`src/rtl/ps2_mouse_pkg.sv`:
```
// Shared constants and types for the PS/2 mouse front end: frame layout,
// packet size, byte-0 field positions and the receiver state encoding.
package ps2_mouse_pkg;

    localparam int PS2_FRAME_BITS = 11;
    localparam int PS2_DATA_BITS  = PS2_FRAME_BITS - 3;  // minus start, parity, stop
    localparam int PKT_BYTES      = 3;

    localparam int BTN_L = 0;
    localparam int BTN_R = 1;
    localparam int BTN_M = 2;
    localparam int SYNC  = 3;
    localparam int XSIGN = 4;
    localparam int YSIGN = 5;
    localparam int XOVF  = 6;
    localparam int YOVF  = 7;

    typedef enum logic [1:0] {
        IDLE   = 2'd0,
        DATA   = 2'd1,
        PARITY = 2'd2,
        STOP   = 2'd3
    } rx_state_e;

endpackage

```
`src/rtl/ps2_rx_frame.sv`:
```
// PS/2 device-to-host frame receiver: synchroniser, hysteresis glitch filter
// on the clock line, start/data/parity/stop FSM and a mid-frame idle timeout.
module ps2_rx_frame
    import ps2_mouse_pkg::*;
#(
    parameter int FILTER_LEN     = 4,
    parameter int TIMEOUT_CYCLES = 50350
) (
    input  logic       clk,
    input  logic       rst_n,
    input  logic       ps2_clk_i,
    input  logic       ps2_data_i,
    output logic       byte_valid_o,
    output logic [7:0] byte_data_o,
    output logic       frame_err_o
);

    localparam int TO_W = $clog2(TIMEOUT_CYCLES + 1);

    logic [1:0]            clk_sync_q;
    logic [1:0]            data_sync_q;
    logic [FILTER_LEN-1:0] hist_q;
    logic                  filt_q;
    logic                  filt_d;
    logic                  all_low;
    logic                  all_high;
    logic                  sample_evt;
    logic                  sdata;

    rx_state_e             state_q, state_d;
    logic [2:0]            bit_cnt_q, bit_cnt_d;
    logic [7:0]            shift_q, shift_d;
    logic                  parity_q, parity_d;
    logic [TO_W-1:0]       to_cnt_q, to_cnt_d;
    logic                  byte_valid_q, byte_valid_d;
    logic [7:0]            byte_data_q, byte_data_d;
    logic                  frame_err_q, frame_err_d;

    assign all_low    = ~|hist_q;
    assign all_high   = &hist_q;
    assign filt_d     = all_low ? 1'b0 : (all_high ? 1'b1 : filt_q);
    assign sample_evt = filt_q & all_low;
    assign sdata      = data_sync_q[1];

    // NOTE: synchroniser and filter history reset to 1 (idle bus) so reset
    // release can never look like a falling PS/2 clock edge.
    always_ff @(posedge clk or negedge rst_n) begin
        if (!rst_n) begin
            clk_sync_q  <= 2'b11;
            data_sync_q <= 2'b11;
            hist_q      <= '1;
            filt_q      <= 1'b1;
        end else begin
            // NOTE: sequential state uses <= so every flop sees pre-edge values.
            clk_sync_q  <= {clk_sync_q[0], ps2_clk_i};
            data_sync_q <= {data_sync_q[0], ps2_data_i};
            hist_q      <= {hist_q[FILTER_LEN-2:0], clk_sync_q[1]};
            filt_q      <= filt_d;
        end
    end

    always_comb begin
        // NOTE: every _d takes its hold value first, so no path infers a latch.
        state_d      = state_q;
        bit_cnt_d    = bit_cnt_q;
        shift_d      = shift_q;
        parity_d     = parity_q;
        to_cnt_d     = to_cnt_q;
        byte_valid_d = 1'b0;
        byte_data_d  = byte_data_q;
        frame_err_d  = 1'b0;

        case (state_q)
            IDLE: begin
                to_cnt_d = '0;
                if (sample_evt && !sdata) begin
                    state_d   = DATA;
                    bit_cnt_d = '0;
                end
            end
            DATA: begin
                if (sample_evt) begin
                    shift_d = {sdata, shift_q[7:1]};
                    if (bit_cnt_q == 3'(PS2_DATA_BITS - 1)) state_d = PARITY;
                    else bit_cnt_d = bit_cnt_q + 3'd1;
                end
            end
            PARITY: begin
                if (sample_evt) begin
                    parity_d = sdata;
                    state_d  = STOP;
                end
            end
            STOP: begin
                if (sample_evt) begin
                    state_d = IDLE;
                    if ((^shift_q ^ parity_q) && sdata) begin
                        byte_valid_d = 1'b1;
                        byte_data_d  = shift_q;
                    end else begin
                        frame_err_d = 1'b1;
                    end
                end
            end
            default: state_d = IDLE;
        endcase

        // Idle counter only runs inside a frame; expiry abandons the frame.
        if (state_q != IDLE) begin
            if (sample_evt) begin
                to_cnt_d = '0;
            end else if (to_cnt_q == TO_W'(TIMEOUT_CYCLES - 1)) begin
                state_d     = IDLE;
                frame_err_d = 1'b1;
                to_cnt_d    = '0;
            end else begin
                to_cnt_d = to_cnt_q + 1'b1;
            end
        end
    end

    always_ff @(posedge clk or negedge rst_n) begin
        if (!rst_n) begin
            state_q      <= IDLE;
            bit_cnt_q    <= '0;
            shift_q      <= '0;
            parity_q     <= 1'b0;
            to_cnt_q     <= '0;
            byte_valid_q <= 1'b0;
            byte_data_q  <= '0;
            frame_err_q  <= 1'b0;
        end else begin
            state_q      <= state_d;
            bit_cnt_q    <= bit_cnt_d;
            shift_q      <= shift_d;
            parity_q     <= parity_d;
            to_cnt_q     <= to_cnt_d;
            byte_valid_q <= byte_valid_d;
            byte_data_q  <= byte_data_d;
            frame_err_q  <= frame_err_d;
        end
    end

    assign byte_valid_o = byte_valid_q;
    assign byte_data_o  = byte_data_q;
    assign frame_err_o  = frame_err_q;

endmodule

```
`src/rtl/ps2_mouse_tracker.sv`:
```
// PS/2 mouse front end: assembles 3-byte packets from received frames and
// keeps a clamped absolute cursor position plus current button state.
module ps2_mouse_tracker
    import ps2_mouse_pkg::*;
#(
    parameter int COORD_W        = 10,
    parameter int X_MAX          = 632,
    parameter int Y_MAX          = 472,
    parameter int X_INIT         = 320,
    parameter int Y_INIT         = 240,
    parameter int FILTER_LEN     = 4,
    parameter int TIMEOUT_CYCLES = 50350,
    parameter int Y_INVERT       = 1
) (
    input  logic               clk,
    input  logic               rst_n,
    input  logic               ps2_clk_i,
    input  logic               ps2_data_i,
    input  logic               recenter,
    output logic [COORD_W-1:0] pos_x,
    output logic [COORD_W-1:0] pos_y,
    output logic [2:0]         btn,
    output logic               pkt_valid,
    output logic               byte_valid,
    output logic [7:0]         byte_data,
    output logic               frame_err
);

    localparam int SW = COORD_W + 2;
    localparam logic signed [SW-1:0] X_MAX_S = SW'(X_MAX);
    localparam logic signed [SW-1:0] Y_MAX_S = SW'(Y_MAX);

    logic [1:0]               idx_q, idx_d;
    logic [7:0]               b0_q, b0_d;
    logic [7:0]               b1_q, b1_d;
    logic [COORD_W-1:0]       pos_x_q, pos_x_d;
    logic [COORD_W-1:0]       pos_y_q, pos_y_d;
    logic [2:0]               btn_q, btn_d;
    logic                     pkt_valid_q, pkt_valid_d;

    logic [8:0]               dx9, dy9;
    logic signed [SW-1:0]     dx_s, dy_s, sum_x, sum_y;
    logic [COORD_W-1:0]       new_x, new_y;

    ps2_rx_frame #(
        .FILTER_LEN     (FILTER_LEN),
        .TIMEOUT_CYCLES (TIMEOUT_CYCLES)
    ) u_rx (
        .clk          (clk),
        .rst_n        (rst_n),
        .ps2_clk_i    (ps2_clk_i),
        .ps2_data_i   (ps2_data_i),
        .byte_valid_o (byte_valid),
        .byte_data_o  (byte_data),
        .frame_err_o  (frame_err)
    );

    // Deltas use the byte currently on byte_data as byte 2; overflow zeroes the axis.
    always_comb begin
        dx9   = b0_q[XOVF] ? 9'd0 : {b0_q[XSIGN], b1_q};
        dy9   = b0_q[YOVF] ? 9'd0 : {b0_q[YSIGN], byte_data};
        dx_s  = {{(SW-9){dx9[8]}}, dx9};
        dy_s  = {{(SW-9){dy9[8]}}, dy9};
        sum_x = $signed({2'b00, pos_x_q}) + dx_s;
        if (Y_INVERT != 0) sum_y = $signed({2'b00, pos_y_q}) - dy_s;
        else               sum_y = $signed({2'b00, pos_y_q}) + dy_s;

        if (sum_x < 0)             new_x = '0;
        else if (sum_x > X_MAX_S)  new_x = COORD_W'(X_MAX);
        else                       new_x = sum_x[COORD_W-1:0];

        if (sum_y < 0)             new_y = '0;
        else if (sum_y > Y_MAX_S)  new_y = COORD_W'(Y_MAX);
        else                       new_y = sum_y[COORD_W-1:0];
    end

    always_comb begin
        idx_d       = idx_q;
        b0_d        = b0_q;
        b1_d        = b1_q;
        pos_x_d     = pos_x_q;
        pos_y_d     = pos_y_q;
        btn_d       = btn_q;
        pkt_valid_d = 1'b0;

        if (frame_err) begin
            idx_d = '0;
            b0_d  = '0;
            b1_d  = '0;
        end else if (byte_valid) begin
            case (idx_q)
                2'd0: begin
                    // Byte 0 must carry the always-one sync bit, else resync.
                    if (byte_data[SYNC]) begin
                        b0_d  = byte_data;
                        idx_d = 2'd1;
                    end
                end
                2'd1: begin
                    b1_d  = byte_data;
                    idx_d = 2'(PKT_BYTES - 1);
                end
                default: begin
                    idx_d = '0;
                    if (b0_q[SYNC]) begin
                        pkt_valid_d = 1'b1;
                        btn_d       = b0_q[BTN_M:BTN_L];
                        pos_x_d     = new_x;
                        pos_y_d     = new_y;
                    end
                end
            endcase
        end

        if (recenter) begin
            pos_x_d = COORD_W'(X_INIT);
            pos_y_d = COORD_W'(Y_INIT);
        end
    end

    always_ff @(posedge clk or negedge rst_n) begin
        if (!rst_n) begin
            idx_q       <= '0;
            b0_q        <= '0;
            b1_q        <= '0;
            pos_x_q     <= COORD_W'(X_INIT);
            pos_y_q     <= COORD_W'(Y_INIT);
            btn_q       <= '0;
            pkt_valid_q <= 1'b0;
        end else begin
            idx_q       <= idx_d;
            b0_q        <= b0_d;
            b1_q        <= b1_d;
            pos_x_q     <= pos_x_d;
            pos_y_q     <= pos_y_d;
            btn_q       <= btn_d;
            pkt_valid_q <= pkt_valid_d;
        end
    end

    assign pos_x     = pos_x_q;
    assign pos_y     = pos_y_q;
    assign btn       = btn_q;
    assign pkt_valid = pkt_valid_q;

endmodule

```
`config.mk`:
```
export PLATFORM = sky130hd
export DESIGN_NAME = ps2_mouse_tracker
export DESIGN_NICKNAME = d
export VERILOG_FILES = /design/src/rtl/ps2_mouse_pkg.sv /design/src/rtl/ps2_rx_frame.sv /design/src/rtl/ps2_mouse_tracker.sv
export SDC_FILE = /design/constraint.sdc
export NUM_CORES = 1
export LEC_CHECK = 0
export BUFFER_PORTS_ARGS = -buffer_cell sky130_fd_sc_hd__buf_2
export CAP_MARGIN = 30
export CORE_ASPECT_RATIO = 0.75
export CORE_MARGIN = 5
export CORE_UTILIZATION = 53
export DETAILED_ROUTE_END_ITERATION = 8
export GPL_TIMING_DRIVEN = 0
export HOLD_SLACK_MARGIN = 0.03
export PLACE_DENSITY = 0.73
export SLEW_MARGIN = 20
export SYNTH_ARGS = -nofsm -noshare
export SYNTH_HDL_FRONTEND = slang
export SYNTH_SLANG_ARGS = --single-unit
```
`constraint.sdc`:
```
create_clock -name clk -period 3.5 [get_ports clk]
set_clock_uncertainty 0.2 [all_clocks]
set_input_delay 0.175 -clock clk [delete_from_list [all_inputs] [get_ports clk]]
set_output_delay 0.175 -clock clk [all_outputs]
set_load 0.05 [all_outputs]
```
==> summary.md, run 1 <==
| Metric | Value |
|---|---|
| Outcome | `finished clean` |
| Clock Latency Late Sink | `0.34 ns` |
| Main combinational cell family by area after synthesis | `simple AND/OR/NAND/NOR gates` |
| Leak Pwr | `0.00276 µW` |
| Final net count | `598` |
| Post-Route Setup TNS | `0 ns` |
| Port Buffer Count | `38` |
| Asr flop ratio synth | `100%` |
| Synth Area in Compound Gates | `14.2%` |
| CTS root buffer | `clkbuf_16` |
| DR DRC count | `0` |
| Initial Utilization | `53.5%` |
| Simple-gate share of the synthesized area | `18.0%` |
| DIE AREA | `11,700 µm²` |
| Post-DP Area | `5470 µm²` |
| Synth-to-Final Area Change | `14.4%` |
| Syn_nets | `544` |
| Hpwl dp | `8110 µm` |
| Sequential power share | `51.1%` |
| Core Rows | `31` |
| Switching share of power | `23.4%` |
| Main flop type after synthesis | `dfrtp_1` |
| Final worst path period need | `3.28 ns` |
| Mux contribution to synthesized area | `6.23%` |
| CTS H-tree lvls | `3` |
| RSZ-0062 raised after global routing | `false` |
| Post-synth EDFFs | `0` |
| Kind of critical path | `reg -> reg` |
| Worst relative slew slack | `54.4%` |
| Largest net degree at the start of global routing | `58` |
| Distinct cells, synth | `65` |
| Critical path arrival | `3.34 ns` |
| Internal | `1650 µW` |
| Routed WL per cell | `15.6 µm` |
| Vias in the first global route | `3,746` |
| Required time of the critical path | `3.56 ns` |
| Post-synthesis register bit count | `91` |
| CP Launch Type | `flop` |
| Fillers | `785` |
| Mapped Avg Cell Area | `9.97 µm²` |
| Die height | `94.8 µm` |
| Ant. Diodes | `0` |
| Crit end category | `flop` |
| Pwr dens | `369 nW/µm²` |
| Total CTS buffers | `9` |
| Vias | `3,978` |
| Fin worst setup slack | `0.223 ns` |
| Vias per cell | `5.67` |
| Worst Hold Class | `in -> reg` |
| Antenna Nets Post-Route | `0` |
| Setup WS pre-CTS | `0.0820 ns` |
| Initial antenna violation count | `0` |
| Synth warn | `0` |
| Sequential element share of the synthesized area | `45.2%` |
| Gate power share | `5.6%` |
| CTS tree | `yes` |
| Adder-Cell Fraction of Synth Area | `7.43%` |
| GRT Overall Usage | `20.2%` |
| Routed WL | `10,900 µm` |
| P_sw | `502 µW` |
| Peak supply drop | `0.369 mV` |
| Final GP Congestion | `0.845` |
| CTS sink cnt | `91` |
| Design area | `5820 µm²` |
| Ports | `39` |
| Post-Syn Instances | `510` |
| Max-slew violation count | `0` |
| Core area | `9500 µm²` |
| Worst Tran Pin Value | `0.666 ns` |
| Setup Viol. Count Final | `0` |
| Synth Area in XOR/XNOR | `6.18%` |
| Clock-pin slew on the worst setup and hold paths | `0.06 ns` |
| DP Cell Count | `682` |
| Fin cells | `701` |
| Final Hold Viols | `0` |
| Layout cells sized above 1 | `19.9%` |
| Width of the die | `123 µm` |
| Drt pass-1 iters | `5` |
| Max Freq | `305 MHz` |
| Post-synthesis cell area | `5080 µm²` |
| Max Root-Sink Buffers | `2` |
| First-pass GRT wire length | `18,400 µm` |
| Starting DRC count in detailed routing | `276` |
| Clock share of power | `43.3%` |
| GRT Residual Overflow | `0` |
| Critical path peak fanout | `6` |
| MaxCap Viol Count | `0` |
| Fin crit share | `93.6%` |
==> final timing paths <==
check	startpoint	to	slack, ns	depth (start not counted)
worst max register to register	u_rx.byte_data_o[0]$_DFFE_PN0P_	pos_y[5]$_DFFE_PN1P_	0.22	11
max in group asynchronous	rst_n	pos_y[7]$_DFFE_PN1P_	2.29	3
worst min-delay path	recenter	pos_y[4]$_DFFE_PN1P_	0.07	4
min in group asynchronous	rst_n	u_rx.to_cnt_q[9]$_DFF_PN0_	0.13	2
worst min register to register	u_rx.clk_sync_q[0]$_DFF_PN1_	u_rx.clk_sync_q[1]$_DFF_PN1_	0.16	0
worst max-delay path	u_rx.byte_data_o[0]$_DFFE_PN0P_	pos_y[5]$_DFFE_PN1P_	0.22	11
==> cells in the mapped netlist (5+ instances only) <==
master | count | area share [%]
nor3_1 | 15 | 1.5
inv_1 | 23 | 1.7
nor2b_1 | 14 | 1.7
xor2_1 | 17 | 2.9
a21o_1 | 7 | 1.0
xnor2_1 | 17 | 2.9
and3_1 | 7 | 0.86
nand2b_1 | 13 | 1.6
nor2_1 | 51 | 3.8
mux2i_1 | 10 | 2.0
ha_1 | 27 | 6.6
clkbuf_1 | 10 | 0.74
a21oi_1 | 25 | 2.5
dfstp_2 | 15 | 7.8
a211o_1 | 5 | 0.86
dfrtp_1 | 76 | 37
o21ai_0 | 17 | 1.7
mux2_2 | 18 | 4.0
nand3_1 | 14 | 1.4
nand2_1 | 49 | 3.6
==> critical path, stage by stage, from the launching register on <==
cell and delay, ns:
dfrtp_2 0.44, nor2b_1 0.17, ha_1 0.17, inv_1 0.05
fa_1 0.41, a21oi_2 0.19, o21bai_1 0.10, and2_1 0.18
o31ai_2 0.26, xor2_1 0.14, o41a_4 0.54, a221o_2 0.35
==> final cells by class <==
cell class | instances | area (µm²) | area share (%)
Clock inverter | 4 | 33.8 | 0.581
Inverter | 23 | 86.3 | 1.48
Timing Repair Buffer | 44 | 262 | 4.50
Buffer | 11 | 52.6 | 0.903
Multi-Input combinational cell | 384 | 2660 | 45.8
Clock buffer | 12 | 256 | 4.41
Sequential cell | 91 | 2300 | 39.5
Tap cell | 132 | 165 | 2.84
==> cells by family (layout without fill, tap and decap cells) <==
group | Yosys count | count (layout)
and+or+nand+nor | 188 | 188
muxes | 29 | 29
AOI/OAI and AO/OA | 103 | 103
buffers and inverters | 35 | 94
DFF | 91 | 91
adders and majority gates | 29 | 29
xor gates and xnor gates | 35 | 35
==> sequential cells by signal, indices dropped and copies added (netlist names) <==
name / cells
pkt_valid: 1
pos_y: 10
u_rx.state_q: 2
u_rx.hist_q: 4
u_rx.byte_valid_o: 1
idx_q: 2
u_rx.shift_q: 8
pos_x: 10
u_rx.parity_q: 1
u_rx.filt_q: 1
b0_q: 8
b1_q: 8
u_rx.byte_data_o: 8
u_rx.data_sync_q: 2
u_rx.to_cnt_q: 16
u_rx.bit_cnt_q: 3
btn: 3
u_rx.clk_sync_q: 2
u_rx.frame_err_o: 1
==> layer usage <==
metal	GRT usage [%]	wire length (µm)	up-vias
li1	-	-	1910
met1	29.6	5410	1947
met2	29.4	4740	108
met3	4.79	607	13
met4	6.64	168	0
met5	0	0	-
==> cell usage in the layout, fill, tap and decap left out, drive strengths merged, types with 2 or more instances in the layout <==
| master | netlist | layout |
|---|---|---|
| nor2b | 14 | 14 |
| o31ai | 4 | 4 |
| o21a | 3 | 3 |
| o22ai | 2 | 2 |
| a211oi | 4 | 4 |
| o21ai | 21 | 21 |
| a211o | 6 | 6 |
| clkinv | 0 | 2 |
| clkbuf | 11 | 22 |
| nor3 | 15 | 15 |
| dfrtp | 76 | 76 |
| mux2i | 11 | 11 |
| and2 | 4 | 4 |
| mux2 | 18 | 18 |
| o21bai | 4 | 4 |
| dfstp | 15 | 15 |
| or2 | 4 | 4 |
| xnor2 | 17 | 17 |
| and3 | 8 | 8 |
| fa | 2 | 2 |
| nand4 | 4 | 4 |
| xor2 | 18 | 18 |
| buf | 1 | 42 |
| nand3 | 14 | 14 |
| a21o | 7 | 7 |
| nand2b | 13 | 13 |
| a31oi | 2 | 2 |
| a32o | 2 | 2 |
| nand2 | 49 | 49 |
| nor2 | 52 | 52 |
| inv | 23 | 24 |
| nor3b | 3 | 3 |
| a22o | 4 | 4 |
| o41ai | 2 | 2 |
| ha | 27 | 27 |
| dlygate4sd3 | 0 | 3 |
| a221oi | 4 | 4 |
| a21oi | 28 | 28 |
==> through the flow <==
stage               util [%]  total power [µW]  hold slack [ns]
floorplan                  -              1180           -0.321
CTS                     61.0              2170           0.0476
detailed placement      57.6              1240          -0.0368
global route            61.2              2240           0.0923
finish                  61.2              2150           0.0659
global placement        57.2              1230           0.0796
==> power groups by stage <==
stage | clock (µW) | combinational (µW) | sequential (µW)
after floorplan | 0 | 72.0 | 1110
after global placement | 0 | 109 | 1120
after detailed placement | 0 | 118 | 1120
after CTS | 948 | 123 | 1100
after global routing | 999 | 137 | 1100
final | 930 | 120 | 1100
==> timing repair <==
action | in CTS | in global routing
setup buffers | 0 | 1
setup endpoints to repair | 0 | 9
hold buffers | 3 | 0
gates resized for setup | 0 | 5
hold endpoints to repair | 87 | 0
Power figures use the tool's default switching activity.
==> run 2, diff against run 1 <==
--- a/config.mk
+++ b/config.mk
@@ -9,11 +9,11 @@
 export CAP_MARGIN = 30
 export CORE_ASPECT_RATIO = 0.75
 export CORE_MARGIN = 5
-export CORE_UTILIZATION = 53
+export CORE_UTILIZATION = 55
 export DETAILED_ROUTE_END_ITERATION = 8
 export GPL_TIMING_DRIVEN = 0
 export HOLD_SLACK_MARGIN = 0.03
-export PLACE_DENSITY = 0.73
+export PLACE_DENSITY_LB_ADDON = 0.25
 export SLEW_MARGIN = 20
 export SYNTH_ARGS = -nofsm -noshare
 export SYNTH_HDL_FRONTEND = slang
==> summary.md, run 2 (synthesis gave the netlist of run 1 again) <==
| Metric | Value |
|---|---|
| Clock share of power | `45.8% (+2.5 points)` |
| Critical path peak fanout | `10 (+4)` |
| Switching share of power | `22.4% (-1.0 points)` |
| FF-to-FF setup slack | `0.16 ns (-0.06 ns)` |
| DIE AREA | `11,300 µm² (-3.3%)` |
| Vias in the first global route | `3,918 (+4.6%)` |
| MaxCap Viol Count | `0 (unchanged)` |
| Max Freq | `299 MHz (-1.9%)` |
| Vias per cell | `5.72 (+0.72%)` |
| Post-Route Setup TNS | `0 ns (unchanged)` |
| Crit end category | `flop` |
| Leak Pwr | `0.00277 µW (+0.24%)` |
| Fin crit share | `95.4% (+1.8 points)` |
| Final Hold Viols | `0 (unchanged)` |
| Core Rows | `30 (-3.2%)` |
| Sequential power share | `48.8% (-2.3 points)` |
| Synth-to-Final Area Change | `14.6%` |
| Initial antenna violation count | `0 (unchanged)` |
| First-pass GRT wire length | `18,800 µm (+2.1%)` |
| CTS tree | `yes` |
| Routed WL per cell | `15.7 µm (+0.80%)` |
| Clock Latency Late Sink | `0.35 ns (about the same)` |
| Internal | `1750 µW (+6.2%)` |
| Worst relative slew slack | `57.1% (+2.7 points)` |
| Ant. Diodes | `0 (unchanged)` |
| Design area | `5820 µm² (+0.13%)` |
| GRT Overall Usage | `20.9% (+0.76 points)` |
| Outcome | `finished clean` |
| Critical path arrival | `3.38 ns (+0.04 ns)` |
| Peak supply drop | `0.270 mV (-27%)` |
| Starting DRC count in detailed routing | `284 (+2.9%)` |
| Max reg flops | `16 (unchanged)` |
| Post-DP Area | `5470 µm² (about the same)` |
| Final GP Congestion | `0.851 (+0.76%)` |
| Vias | `3,978 (unchanged)` |
| Pwr dens | `387 nW/µm² (+4.7%)` |
| CP Launch Type | `flop` |
| Worst Tran Pin Value | `0.627 ns (-0.0395 ns)` |
| Port Buffer Count | `38 (unchanged)` |
| Setup Viol. Count Final | `0 (unchanged)` |
| Worst Hold Class | `in -> reg` |
| Ports | `39 (unchanged)` |
| Drt pass-1 iters | `5 (unchanged)` |
| Largest net degree at the start of global routing | `61 (+5.2%)` |
| Total CTS buffers | `9 (unchanged)` |
| Required time of the critical path | `3.54 ns (-0.02 ns)` |
| Reg with most FFs | `u_rx.to_cnt_q` |
| Routed WL | `10,900 µm (about the same)` |
| Width of the die | `121 µm (-1.7%)` |
| CTS H-tree lvls | `3 (unchanged)` |
| Antenna Nets Post-Route | `0 (unchanged)` |
| Worst hold slack | `0.0534 ns (-0.0125 ns)` |
| Layout cells sized above 1 | `19.5% (-0.32 points)` |
| Initial Utilization | `56.2% (+2.7 points)` |
| Final net count | `597 (-0.17%)` |
| Hpwl dp | `8120 µm (+0.18%)` |
| Max-slew violation count | `0 (unchanged)` |
| Most frequent cells in the layout | `dfrtp_1, nor2_1, nand2_1` |
| Core area | `9050 µm² (-4.8%)` |
| Clock-pin slew on the worst setup and hold paths | `0.07 ns (about the same)` |
| Gate power share | `5.4% (-0.2 points)` |
| CTS sink cnt | `91 (unchanged)` |
| Most common cell after layout, fill and taps aside | `dfrtp_1` |
| Die height | `93.3 µm (-1.6%)` |
| P_sw | `504 µW (+0.21%)` |
| CTS root buffer | `clkbuf_16` |
| Final worst path period need | `3.34 ns (+0.0630 ns)` |
| GRT Residual Overflow | `0 (unchanged)` |
| Kind of critical path | `reg -> reg` |
| RSZ-0062 raised after global routing | `false` |
| DR DRC count | `0 (unchanged)` |
| Fillers | `739 (-5.9%)` |
| Max Root-Sink Buffers | `2 (unchanged)` |
==> run 2: final timing paths <==
path,startpoint,to,cells after the start
max,b0_q[6]$_DFFE_PN0P_,pos_x[3]$_DFFE_PN0P_,9
min,recenter,pos_y[4]$_DFFE_PN1P_,4
max reg2reg,b0_q[6]$_DFFE_PN0P_,pos_x[3]$_DFFE_PN0P_,9
min reg2reg,u_rx.data_sync_q[0]$_DFF_PN1_,u_rx.data_sync_q[1]$_DFF_PN1_,0
max in group asynchronous,rst_n,pos_y[7]$_DFFE_PN1P_,3
min in group asynchronous,rst_n,u_rx.shift_q[3]$_DFFE_PN0P_,2
==> run 2: routing by layer <==
metal / wire length [µm] / track usage (%)
met5: 0 / 0
met4: 144 / 5.85
met3: 623 / 6.35
met2: 4940 / 32.4
met1: 5230 / 28.6
==> run 2: timing repair <==
item | in CTS | in global routing
gates resized for setup | 0 | 4
hold endpoints to repair | 82 | 0
endpoints found under the setup margin | 0 | 6
hold buffers | 3 | 0
buffers inserted | 0 | 0
==> run 2: worst max-delay path, stage by stage (launching register included) <==
cell      delay, ns
dfrtp_1        0.49
nor2b_1        0.48
ha_1           0.40
a21oi_2        0.19
o21ai_1        0.10
a21o_1         0.21
a211o_1        0.32
xor2_2         0.42
a211oi_1       0.09
a221oi_1       0.32
==> run 2: power groups by stage <==
stage	logic (µW)	clock network (µW)	registers [µW]
finish	121	1030	1100
CTS	124	1050	1100
floorplan	72.0	0	1110
global placement	110	0	1120
detailed placement	120	0	1120
global route	140	1100	1100
==> run 2: layout make-up <==
| type | instances | area (µm²) | area share, % |
|---|---|---|---|
| clock inverters | 6 | 90.1 | 1.55 |
| repair buffers | 43 | 254 | 4.36 |
| inverters | 23 | 86.3 | 1.48 |
| multi-input cells | 384 | 2650 | 45.6 |
| plain buffers | 11 | 52.6 | 0.902 |
| well taps | 128 | 160 | 2.75 |
| flip-flops and latches | 91 | 2300 | 39.5 |
| clock buffers | 10 | 229 | 3.93 |
==> run 2: per-stage QoR <==
stage	worst slack (ns)	util, %	total power, µW	instances
floorplan	0.138	-	1180	510
global placement	0.111	60.1	1230	676
CTS	0.0621	64.3	2270	697
finish	0.160	64.4	2250	696
global route	0.0139	64.4	2340	696
detailed placement	0.0782	60.4	1240	678
==> run 3, diff against run 2 <==
--- a/config.mk
+++ b/config.mk
@@ -14,6 +14,7 @@
 export GPL_TIMING_DRIVEN = 0
 export HOLD_SLACK_MARGIN = 0.03
 export PLACE_DENSITY_LB_ADDON = 0.25
+export REMOVE_ABC_BUFFERS = 1
 export SLEW_MARGIN = 20
 export SYNTH_ARGS = -nofsm -noshare
 export SYNTH_HDL_FRONTEND = slang
==> summary.md, run 3 (synthesis gave the netlist of run 1 again) <==
| Metric | Value |
|---|---|
| Largest net degree at the start of global routing | `50 (-18%)` |
| DR DRC count | `0 (unchanged)` |
| Setup Viol. Count Final | `0 (unchanged)` |
| Worst relative slew slack | `37.9% (-19 points)` |
| CTS H-tree lvls | `3 (unchanged)` |
| Hpwl dp | `7930 µm (-2.4%)` |
| Slowest cell on crit path | `o41a_4` |
| First-pass GRT wire length | `18,200 µm (-3.2%)` |
| Critical path arrival | `3.44 ns (+0.06 ns)` |
| Synth-to-Final Area Change | `13.2%` |
| Max-slew violation count | `0 (unchanged)` |
| Final GP Congestion | `0.873 (+2.6%)` |
| CTS sink cnt | `91 (unchanged)` |
| Fillers | `738 (-0.14%)` |
| Internal | `1630 µW (-7.1%)` |
| Crit end category | `flop` |
| Vias | `3,896 (-2.1%)` |
| Fin crit share | `96.4% (+0.99 points)` |
| Drt pass-1 iters | `6 (+1)` |
| Reg with most FFs | `u_rx.to_cnt_q` |
| Core area | `9050 µm² (unchanged)` |
| Worst r2r path cells | `11 (+2)` |
| Outcome | `finished clean` |
| Routed WL | `10,700 µm (-1.9%)` |
| GRT Residual Overflow | `0 (unchanged)` |
| Sequential power share | `52.0% (+3.2 points)` |
| Crit-path cells | `nor2b_1, ha_1, inv_1, fa_1, a21oi_1, o21bai_1, and2_1, o31ai_1, xor2_1, o41a_4, a221o_2` |
| Hold Path Cell Cnt | `2 (-2)` |
| Vias per cell | `5.65 (-1.1%)` |
| CTS root buffer | `clkbuf_16` |
| Slowest stage delay, CP | `0.54 ns (+0.05 ns)` |
| Post-Route Setup TNS | `0 ns (unchanged)` |
| P_sw | `503 µW (-0.17%)` |
| CTS tree | `yes` |
| Layout cells sized above 1 | `20.0% (+0.42 points)` |
| Critical path peak fanout | `6 (-4)` |
| Max Freq | `296 MHz (-1.0%)` |
| Ports | `39 (unchanged)` |
| R2R Path End | `pos_y[5]$_DFFE_PN1P_` |
| Total CTS buffers | `9 (unchanged)` |
| Pwr dens | `370 nW/µm² (-4.3%)` |
| Width of the die | `121 µm (unchanged)` |
| Clock Latency Late Sink | `0.34 ns (about the same)` |
| Clock share of power | `42.7% (-3.1 points)` |
| Initial antenna violation count | `0 (unchanged)` |
| Power Total | `2130 µW (-5.5%)` |
| CP Launch Type | `flop` |
| Max reg flops | `16 (unchanged)` |
| Antenna Nets Post-Route | `0 (unchanged)` |
| Port Buffer Count | `38 (unchanged)` |
| Leak Pwr | `0.00274 µW (-1.0%)` |
| Die height | `93.3 µm (unchanged)` |
| Kind of critical path | `reg -> reg` |
| Peak supply drop | `0.374 mV (+39%)` |
| Core Rows | `30 (unchanged)` |
| Gate power share | `5.4% (about the same)` |
| DIE AREA | `11,300 µm² (unchanged)` |
| Clock-pin slew on the worst setup and hold paths | `0.06 ns (about the same)` |
| MaxCap Viol Count | `0 (unchanged)` |
| Vias in the first global route | `3,636 (-7.2%)` |
| Max Root-Sink Buffers | `2 (unchanged)` |
| Switching share of power | `23.6% (+1.3 points)` |
| Hold Path Sink | `pos_x[5]$_DFFE_PN0P_` |
| FF-to-FF setup slack | `0.13 ns (-0.03 ns)` |
| RSZ-0062 raised after global routing | `false` |
| Worst Hold Class | `in -> reg` |
| Most common cell after layout, fill and taps aside | `dfrtp_1` |
| Worst Tran Pin Value | `0.908 ns (+0.281 ns)` |
| Required time of the critical path | `3.56 ns (+0.02 ns)` |
| Buf/Inv on CP | `1 (+1)` |
| Final worst path period need | `3.37 ns (+0.0346 ns)` |
| GRT Overall Usage | `20.2% (-0.78 points)` |
| Crit-path leading delay family | `compound AO/OA/AOI/OAI gates` |
| Initial Utilization | `56.2% (unchanged)` |
| Final net count | `590 (-1.2%)` |
| Routed WL per cell | `15.6 µm (-0.92%)` |
| R2R Path Start | `u_rx.byte_data_o[0]$_DFFE_PN0P_` |
| Final Hold Viols | `0 (unchanged)` |
| Most frequent cells in the layout | `dfrtp_1, nor2_1, nand2_1` |
| Starting DRC count in detailed routing | `180 (-37%)` |
| Hold path startpoint | `recenter` |
| Ant. Diodes | `0 (unchanged)` |
==> run 3: area by class of cell <==
class / count / area (µm²) / share of cell area (%)
Clock buffer: 11 / 243 / 4.22
Clock inverter: 5 / 37.5 / 0.652
Sequential cell: 91 / 2300 / 40.0
Tap cell: 128 / 160 / 2.78
Timing Repair Buffer: 47 / 280 / 4.87
Multi-Input combinational cell: 384 / 2650 / 46.0
Inverter: 23 / 86.3 / 1.50
==> run 3: worst max path at each step <==
stage | from | end | slack [ns] | depth (start not counted)
floorplan | u_rx.byte_data_o[0]$_DFFE_PN0P_ | pos_y[5]$_DFFE_PN1P_ | 0.14 | 11
CTS | u_rx.byte_data_o[0]$_DFFE_PN0P_ | pos_y[5]$_DFFE_PN1P_ | 0.10 | 11
global placement | u_rx.frame_err_o$_DFF_PN0_ | pos_x[5]$_DFFE_PN0P_ | 0.06 | 7
detailed placement | u_rx.byte_data_o[0]$_DFFE_PN0P_ | pos_y[5]$_DFFE_PN1P_ | 0.13 | 11
finish | u_rx.byte_data_o[0]$_DFFE_PN0P_ | pos_y[5]$_DFFE_PN1P_ | 0.13 | 11
global route | b0_q[6]$_DFFE_PN0P_ | pos_x[0]$_DFFE_PN0P_ | 0.003 | 12
==> run 3: layer usage <==
layer	routed length (µm)	track usage [%]	vias to the layer above
met3	685	5.38	6
met1	5290	30.3	1892
met2	4690	29.8	109
met4	54	3.11	0
met5	0	0	-
li1	-	-	1889
==> run 3: what timing repair did <==
| item | in CTS | in global routing |
|---|---|---|
| setup endpoints to repair | 0 | 7 |
| endpoints found under the hold margin | 37 | 0 |
| resized for setup | 0 | 3 |
| setup buffers | 0 | 1 |
| hold buffers | 3 | 0 |
==> run 3: per-stage QoR <==
step	worst slack, ns	cell area, µm²	cells	util (%)	hold WS [ns]
floorplan	0.138	5030	498	-	-0.321
global placement	0.0564	5380	664	59.4	0.0801
detailed placement	0.132	5420	668	59.9	0.0515
CTS	0.100	5730	687	63.3	0.0323
global route	0.00300	5750	689	63.6	0.0665
finish	0.125	5750	689	63.6	0.0412
==> run 3: power groups by stage <==
stage | sequential, µW | combinational (µW) | clock (µW)
after global placement | 1120 | 99.9 | 0
after global routing | 1110 | 131 | 984
after floorplan | 1120 | 60.9 | 0
final | 1110 | 114 | 908
after CTS | 1110 | 118 | 931
after detailed placement | 1120 | 113 | 0
